[src/rtl/prog_updown_counter.sv]
// Parametrised up/down counter: sync load, modulo limit, wrap/saturate, tc pulse, compare, sticky ovf.
// Optional prescaler built only when PRESCALER_EN is defined.
module prog_updown_counter #(
  parameter int unsigned WIDTH   = 8,
  parameter int unsigned PRESC_W = 4
) (
  input  logic               clk,
  input  logic               rst_n,
  input  logic               load,
  input  logic [WIDTH-1:0]   load_val,
  input  logic               en,
  input  logic               dir,
  input  logic               sat,
  input  logic [WIDTH-1:0]   max_val,
  input  logic [WIDTH-1:0]   cmp_val,
  input  logic               oe,
  input  logic               ovf_clr,
  input  logic [PRESC_W-1:0] presc_div,
  output logic [WIDTH-1:0]   count_out,
  output logic               tc,
  output logic               cmp_match,
  output logic               ovf
);

  logic [WIDTH-1:0] count_q, count_d;
  logic             tc_q, tc_d;
  logic             ovf_q, ovf_d;
  logic             tick;
  logic             step;
  logic             wrap;
  logic [WIDTH-1:0] inc, dec;

`ifdef PRESCALER_EN
  logic [PRESC_W-1:0] presc_q, presc_d;

  // >= so that lowering presc_div below the current phase steps on the next enabled cycle
  always_comb begin
    presc_d = presc_q;
    tick    = 1'b0;
    if (load) begin
      presc_d = '0;
    end else if (en) begin
      if (presc_q >= presc_div) begin
        tick    = 1'b1;
        presc_d = '0;
      end else begin
        presc_d = presc_q + 1'b1;
      end
    end
  end

  always_ff @(posedge clk or negedge rst_n) begin
    if (!rst_n) presc_q <= '0;
    else        presc_q <= presc_d;
  end
`else
  logic unused_presc;
  assign unused_presc = ^presc_div;
  assign tick         = 1'b1;
`endif

  assign step = ~load & en & tick;
  assign inc  = count_q + 1'b1;
  assign dec  = count_q - 1'b1;

  always_comb begin
    count_d = count_q;
    tc_d    = 1'b0;
    wrap    = 1'b0;
    if (load) begin
      count_d = load_val;
    end else if (step) begin
      if (dir) begin
        if (count_q >= max_val) begin
          if (sat) begin
            count_d = max_val;
          end else begin
            count_d = '0;
            tc_d    = 1'b1;
            wrap    = 1'b1;
          end
        end else begin
          count_d = inc;
          tc_d    = sat & (inc == max_val);
        end
      end else begin
        if (count_q == '0) begin
          if (!sat) begin
            count_d = max_val;
            tc_d    = 1'b1;
            wrap    = 1'b1;
          end
        end else if (count_q > max_val) begin
          count_d = max_val;
        end else begin
          count_d = dec;
          tc_d    = sat & (dec == '0);
        end
      end
    end
    // a wrap in the same cycle as ovf_clr wins
    ovf_d = wrap | (ovf_q & ~ovf_clr);
  end

  always_ff @(posedge clk or negedge rst_n) begin
    if (!rst_n) begin
      count_q <= '0;
      tc_q    <= 1'b0;
      ovf_q   <= 1'b0;
    end else begin
      count_q <= count_d;
      tc_q    <= tc_d;
      ovf_q   <= ovf_d;
    end
  end

  assign count_out = oe ? count_q : '0;
  assign tc        = tc_q;
  assign ovf       = ovf_q;
  assign cmp_match = (count_q == cmp_val);

endmodule

[config.mk]
export PLATFORM = sky130hd
export DESIGN_NAME = prog_updown_counter
export DESIGN_NICKNAME = d
export VERILOG_FILES = /design/src/rtl/prog_updown_counter.sv
export SDC_FILE = /design/constraint.sdc
export NUM_CORES = 1
export LEC_CHECK = 0
export ABC_CLOCK_PERIOD_IN_PS = 2150
export CORE_MARGIN = 10
export CORE_UTILIZATION = 43
export DETAILED_ROUTE_END_ITERATION = 7
export PLACE_DENSITY = 0.88
export RECOVER_POWER = 25
export REMOVE_ABC_BUFFERS = 1
export SYNTH_ARGS = -nofsm -noshare
export SYNTH_HDL_FRONTEND = slang
export SYNTH_SLANG_ARGS = --single-unit
[constraint.sdc]
create_clock -name clk -period 2.15 [get_ports clk]
set_input_delay 0.43 -clock clk [delete_from_list [all_inputs] [get_ports clk]]
set_output_delay 0.43 -clock clk [all_outputs]
set_load 0.02 [all_outputs]
==> flow_metrics.py, run 1 <==
metrics = {
    "clocking": {
        "cts_max_level": 1,
        "clk_latency_ns": 0.27,
        "cts_tree": "done",
        "cts_made_buffers": 3,
        "cts_sinks": 10,
        "max-clock-path-buffers": 2,
        "clkTransAtPathRegs_ns": 0.07,
        "clock-root-buffer": "clkbuf_4",
    },
    "timing": {
        "setup_ws_ns": -0.1464,
        "period_needed_ns": 2.296,
        "rsz0062_at_grt": "true",
        "maxSlewViolCount": 0,
        "worst_pin_slew_ns": 0.4799,
        "hold_viol_final": 0,
        "setup_viol": 8,
        "finalCritPeriodShare": 1.068,
        "skew_ns": 0.0007097,
        "max_clock_freq_mhz": 435.5,
        "slew_headroom": 0.6790,
    },
    "drt": {
        "wl_per_cell_um": 18.88,
        "drt_pass1_iterations": 4,
        "routed_wl_mm": 6.116,
        "vias": 1863,
        "avgViaCountPerCell": 5.750,
        "drt_iter0_markers": 155,
        "drc": 0,
        "drtAntennaViolNets": 0,
    },
    "die": {
        "die_area_sq_mm": 0.006251,
        "start_util": 0.4461,
        "ios": 47,
        "fp.coreArea_sq_mm": 0.003363,
        "die_w_um": 79.07,
        "die_h_um": 79.07,
        "rows": 21,
    },
    "worst_setup_path": {
        "critPathCaptureType": "flop",
        "crit_arrival_ns": 2.50,
        "critPathKind": "flop to flop",
        "cp_cell_sequence": "inv_2, ha_4, xor2_2, or4b_4, nor4b_4, nand4_1, o221ai_2, and3_1",
        "crit_required_ns": 2.35,
        "start_kind": "flop",
        "cp_max_fo": 4,
        "critPathMaxStageDelay_ns": 0.55,
        "cp_slowest_cell": "or4b_4",
    },
    "yosys": {
        "yosysSeqAreaShare": 0.1668,
        "syn_inst": 192,
        "synthAdderAreaFrac": 0.1001,
        "synth_async_sr_flop_share": 1.000,
        "synth_edf_count": 0,
        "yosysUniqueCellTypes": 49,
        "synth_flop_cell": "dfrtp_1",
        "synthXorXnorAreaFrac": 0.1460,
        "synth_seq_cells": 10,
        "synth_simple_gate_area_frac": 0.2619,
        "synth_area_sq_mm": 0.001500,
        "postSynthAreaPerCell_sq_um": 7.813,
        "synthMuxAreaShare": 0.007506,
        "synth_compound_area_frac": 0.2310,
        "synth_top_family_by_area": "simple AND/OR/NAND/NOR gates",
        "ys_warn_count": 0,
    },
    "cells_and_area": {
        "final_cell_mix": "46 x buf_4, 24 x clkdlybuf4s50_1, 19 x xnor2_1, 18 x a21oi_1, 16 x dlygate4sd2_1",
        "nNetsFinal": 327,
        "area_growth_pct": 67.56,
        "final_cell_count_no_fill": 324,
        "drive_above_1_share": 0.3525,
        "insertedDiodeCount": 0,
        "layout_commonest_cell": "buf_4",
    },
    "power": {
        "power_uw": 1431,
        "p_comb_frac": 0.711,
        "ir_drop_mv": 0.4011,
        "switchingPower_uw": 613.0,
        "pwr-share-seq": 0.168,
        "p_leak_uw": 0.001070,
        "power.density_mw_per_mm2": 569.3,
        "p_int_uw": 818.1,
        "clkPwrFrac": 0.122,
        "p_sw_frac": 0.4283,
    },
    "global_routing": {
        "overflow": 0,
        "grt_pass1_vias": 2015,
        "track_usage": 0.1872,
        "grt_start_max_net_pins": 18,
        "grt_antenna_before_repair": 0,
        "grt_pass1_wl_mm": 9.563,
    },
    "status": {
        "violations": "negative setup slack",
        "status": "complete, but fails checks",
    },
    "placement": {
        "hpwl_mm": 4.242,
        "dp_cells": 306,
        "preCtsSetupSlack_ns": -0.5927,
        "gp_congestion": 0.9543,
        "port_buffers": 42,
    },
    "worst_hold_path": {
        "holdCritPathClass": "primary input to asynchronous set/reset pin",
    },
    "flow_run": {
        "max_cap_viol_count": 0,
    },
}
## per-stage QoR
stage / util / hold slack (ns) / cell area (sq um) / TNS, ns
after floorplan: - / 0.1344 / 1426 / -0.1268
after global placement: 0.6488 / 0.5355 / 2182 / -4.768
after detailed placement: 0.6488 / 0.5576 / 2182 / -5.431
after CTS: 0.7269 / 0.4858 / 2445 / -0.07078
after global routing: 0.7474 / 0.5680 / 2514 / -1.079
final: 0.7474 / 0.5523 / 2514 / -0.3405
## critical path, delay by kind of cell (launching register included)
family | cells | cell delay [ns]
AOI/OAI and AO/OA | 1 | 0.21
adders and majority gates | 1 | 0.25
buffers and inverters | 1 | 0.07
xor gates and xnor gates | 1 | 0.14
DFF | 1 | 0.40
and+or+nand+nor | 4 | 1.15
## cells in the mapped netlist (2+ instances only)
cell       n  area, sq um
nor3_1     4        20.02
nor2b_1    5        31.28
buf_6      3        33.78
nand2_1   14        52.55
a21oi_1   20        100.1
buf_4      2        15.01
inv_1     14        52.55
nand2b_1   2        12.51
o21ai_0    3        15.01
a32oi_1    2        17.52
buf_2      2        10.01
a221o_1    6        60.06
or3_1      2        12.51
nor2_1    10        37.54
and2_1     8        50.05
and3_1     2        12.51
clkbuf_1   3        11.26
o21ai_1    8        40.04
nand3_1    3        15.01
xor2_1     6        52.55
a31oi_1    3        18.77
nand4_1    5        31.28
ha_1      12        150.1
xnor2_1   19        166.4
dfrtp_1   10        250.2
## worst paths after layout
kind,end,slack (ns),depth (start not counted),from
hold reg to reg,ovf,0.57,2,ovf
min in group clk,ovf,0.57,2,ovf
hold / removal,count_q[5],0.55,1,rst_n
max in group asynchronous,count_q[3],1.25,1,rst_n
setup / recovery,tc,-0.15,8,count_q[1]
setup reg to reg,tc,-0.15,8,count_q[1]
## state kept, by name (all words and copies together) (netlist names)
signal and flops:
count_q 8, ovf 1, tc 1
## metal layers
layer | GRT usage | share of wire | vias up
met3 | 0.04054 | 0.060 | 29
met2 | 0.3418 | 0.51 | 86
met1 | 0.1948 | 0.39 | 879
met5 | 0 | 0 | -
met4 | 0.1004 | 0.036 | 0
li1 | - | - | 869
## cells by family after synthesis
kind of cell,Yosys count
XOR/XNOR,25
AND/OR/NAND/NOR,65
buffers and inverters,26
adder cells (fa/ha/maj),12
multiplexers,1
AO/OA/AOI/OAI,53
flip-flops,10
## area by class of cell
class	instances	area [sq um]
multi-input combinational	157	1326
fill	253	849.6
timing repair buffer	92	785.8
sequential	10	251.5
tap	46	57.56
inverter	15	56.30
clock buffer	4	36.28
## what timing repair did
item / CTS / global route
gates cloned: 1 / 0
buffers inserted: 11 / 2
gates resized for setup: 49 / 14
pin swaps: 24 / 9
hold buffers: 0 / 0
setup endpoints to repair: 19 / 11
## power by group through the flow
stage          combinational (uW)  sequential [uW]  clock, uW
6_report                     1020              240        174
5_1_grt                      1090              243        187
4_1_cts                       935              238        179
3_5_place_dp                  806              242          0
3_3_place_gp                  785              242          0
2_1_floorplan                 395              291          0
No activity file was read; power rests on OpenSTA's default activity.
==> run 2, diff against run 1 <==
--- a/config.mk
+++ b/config.mk
@@ -8,6 +8,7 @@
 export ABC_CLOCK_PERIOD_IN_PS = 2150
 export CORE_MARGIN = 10
 export CORE_UTILIZATION = 43
+export CTS_CLUSTER_SIZE = 14
 export DETAILED_ROUTE_END_ITERATION = 7
 export PLACE_DENSITY = 0.88
 export RECOVER_POWER = 25
==> results of run 2 <==
The final DEF is identical to that of run 1; final timing and power are the same.
==> run 3, diff against run 2 <==
--- a/config.mk
+++ b/config.mk
@@ -10,9 +10,9 @@
 export CORE_UTILIZATION = 43
 export CTS_CLUSTER_SIZE = 14
 export DETAILED_ROUTE_END_ITERATION = 7
+export HOLD_SLACK_MARGIN = 0.05
 export PLACE_DENSITY = 0.88
 export RECOVER_POWER = 25
-export REMOVE_ABC_BUFFERS = 1
 export SYNTH_ARGS = -nofsm -noshare
 export SYNTH_HDL_FRONTEND = slang
 export SYNTH_SLANG_ARGS = --single-unit
==> flow_metrics.py, run 3 (same netlist as run 1, synthesis figures left out) <==
metrics = {
    "power": {
        "p_sw_frac": 0.4382,
        "clkPwrFrac": 0.111,
        "pwr-share-seq": 0.177,
        "ir_drop_mv": 0.2673,
        "p_comb_frac": 0.713,
        "power_uw": 1401,
        "switchingPower_uw": 614.1,
        "p_int_uw": 787.3,
        "power.density_mw_per_mm2": 556.9,
        "p_leak_uw": 0.001055,
    },
    "clocking": {
        "cts_max_level": 1,
        "clkTransAtPathRegs_ns": 0.08,
        "cts_tree": "done",
        "cts_sinks": 10,
        "clock-root-buffer": "clkbuf_4",
        "clk_latency_ns": 0.29,
        "cts_made_buffers": 3,
        "max-clock-path-buffers": 2,
    },
    "global_routing": {
        "overflow": 0,
        "grt_pass1_vias": 1846,
        "grt_start_max_net_pins": 14,
        "grt_antenna_before_repair": 0,
        "track_usage": 0.1753,
        "grt_pass1_wl_mm": 8.956,
    },
    "cells_and_area": {
        "final_cell_mix": "42 x buf_4, 24 x clkdlybuf4s50_1, 19 x xnor2_1, 16 x dlygate4sd2_1, 15 x a21oi_1",
        "nNetsFinal": 325,
        "regMostFlops": "count_q",
        "insertedDiodeCount": 0,
        "nFillCells": 257,
        "area_growth_pct": 67.72,
        "drive_above_1_share": 0.3551,
        "layout_commonest_cell": "buf_4",
        "largest_register_ffs": 8,
    },
    "timing": {
        "finalCritPeriodShare": 1.068,
        "setup_viol": 9,
        "skew_ns": 0.008066,
        "worst_pin_slew_ns": 0.5558,
        "setup-tns-final_ns": -0.4668,
        "maxSlewViolCount": 0,
        "rsz0062_at_grt": "true",
        "max_clock_freq_mhz": 435.4,
        "slew_headroom": 0.6282,
        "setup_ws_ns": -0.1469,
        "period_needed_ns": 2.297,
        "hold_viol_final": 0,
    },
    "drt": {
        "drt_iter0_markers": 208,
        "drtAntennaViolNets": 0,
        "avgViaCountPerCell": 5.677,
        "routed_wl_mm": 5.820,
        "drc": 0,
        "vias": 1828,
        "wl_per_cell_um": 18.07,
        "drt_pass1_iterations": 4,
    },
    "die": {
        "die_w_um": 79.07,
        "rows": 21,
        "die_area_sq_mm": 0.006251,
        "ios": 47,
        "fp.coreArea_sq_mm": 0.003363,
        "start_util": 0.4461,
        "die_h_um": 79.07,
    },
    "status": {
        "status": "complete, but fails checks",
        "violations": "negative setup slack",
    },
    "worst_setup_path": {
        "crit_arrival_ns": 2.52,
        "critPathKind": "flop to flop",
        "startpoint": "count_q[1]",
        "rr_startpoint": "count_q[1]",
        "cp_max_fo": 4,
        "r2r_end": "tc",
        "crit_required_ns": 2.37,
        "start_kind": "flop",
        "critPathCaptureType": "flop",
        "regToRegSetupSlack_ns": -0.15,
        "reg2reg_depth": 8,
    },
    "worst_hold_path": {
        "holdPathEnd": "ovf",
        "holdPathStages": 2,
        "holdCritPathClass": "flop to flop",
        "hold_start": "ovf",
    },
    "placement": {
        "gp_congestion": 0.9064,
        "hpwl_mm": 4.185,
        "port_buffers": 42,
    },
    "flow_run": {
        "max_cap_viol_count": 0,
    },
    "yosys": {
        "synth_nets": 240,
    },
}
[run 3: what timing repair did]
action | CTS | global route
endpoints found under the setup margin | 19 | 11
pin swaps | 23 | 18
gates cloned | 0 | 1
gates resized for setup | 50 | 17
setup buffers | 4 | 5
hold buffers | 0 | 0
[run 3: worst max path at each step]
stage	end	cells after the start	slack [ns]
6_report	tc	8	-0.15
5_1_grt	tc	8	-0.18
4_1_cts	tc	8	-0.07
3_5_place_dp	count_q[1]	11	-0.80
3_3_place_gp	count_q[1]	11	-0.75
2_1_floorplan	tc	8	0.008
[run 3: final cells by class]
| type | instances | area (sq um) | area share |
|---|---|---|---|
| clock buffers | 4 | 26.28 | 0.01044 |
| inverters | 15 | 56.30 | 0.02238 |
| multi-input cells | 157 | 1339 | 0.5321 |
| flip-flops and latches | 10 | 252.7 | 0.1004 |
| well taps | 46 | 57.56 | 0.02287 |
| repair buffers | 90 | 784.5 | 0.3118 |
[run 3: critical path: stages, from the launching register on]
cell	delay, ns
dfrtp_2	0.47
inv_2	0.10
ha_4	0.20
xor2_1	0.16
or4b_4	0.54
nor4b_4	0.28
nand4_1	0.15
o221ai_1	0.17
and3_1	0.17
[run 3: metrics by stage]
| stage | instance area (sq um) | util | instances | worst slack (ns) | hold slack (ns) |
|---|---|---|---|---|---|
| after floorplan | 1515 | - | 192 | 0.007703 | 0.1344 |
| after global placement | 2212 | 0.6577 | 308 | -0.7497 | 0.5211 |
| after detailed placement | 2212 | 0.6577 | 308 | -0.7961 | 0.5272 |
| after CTS | 2387 | 0.7098 | 316 | -0.07109 | 0.4990 |
| after global routing | 2516 | 0.7481 | 322 | -0.1776 | 0.5641 |
| final | 2516 | 0.7481 | 322 | -0.1469 | 0.5374 |
[run 3: per-layer routing]
metal | wire length, um | up-vias | track usage
met5 | 0 | - | 0
met3 | 398 | 17 | 0.03153
met1 | 2385 | 860 | 0.2009
met4 | 198 | 0 | 0.08781
met2 | 2838 | 97 | 0.3042
li1 | - | 854 | -
[run 3: power by group through the flow]
stage               combinational [uW]  sequential, uW  clock (uW)
finish                             999             247         155
global route                      1070             249         164
CTS                                890             245         158
global placement                   798             237           0
floorplan                          487             251           0
detailed placement                 820             239           0
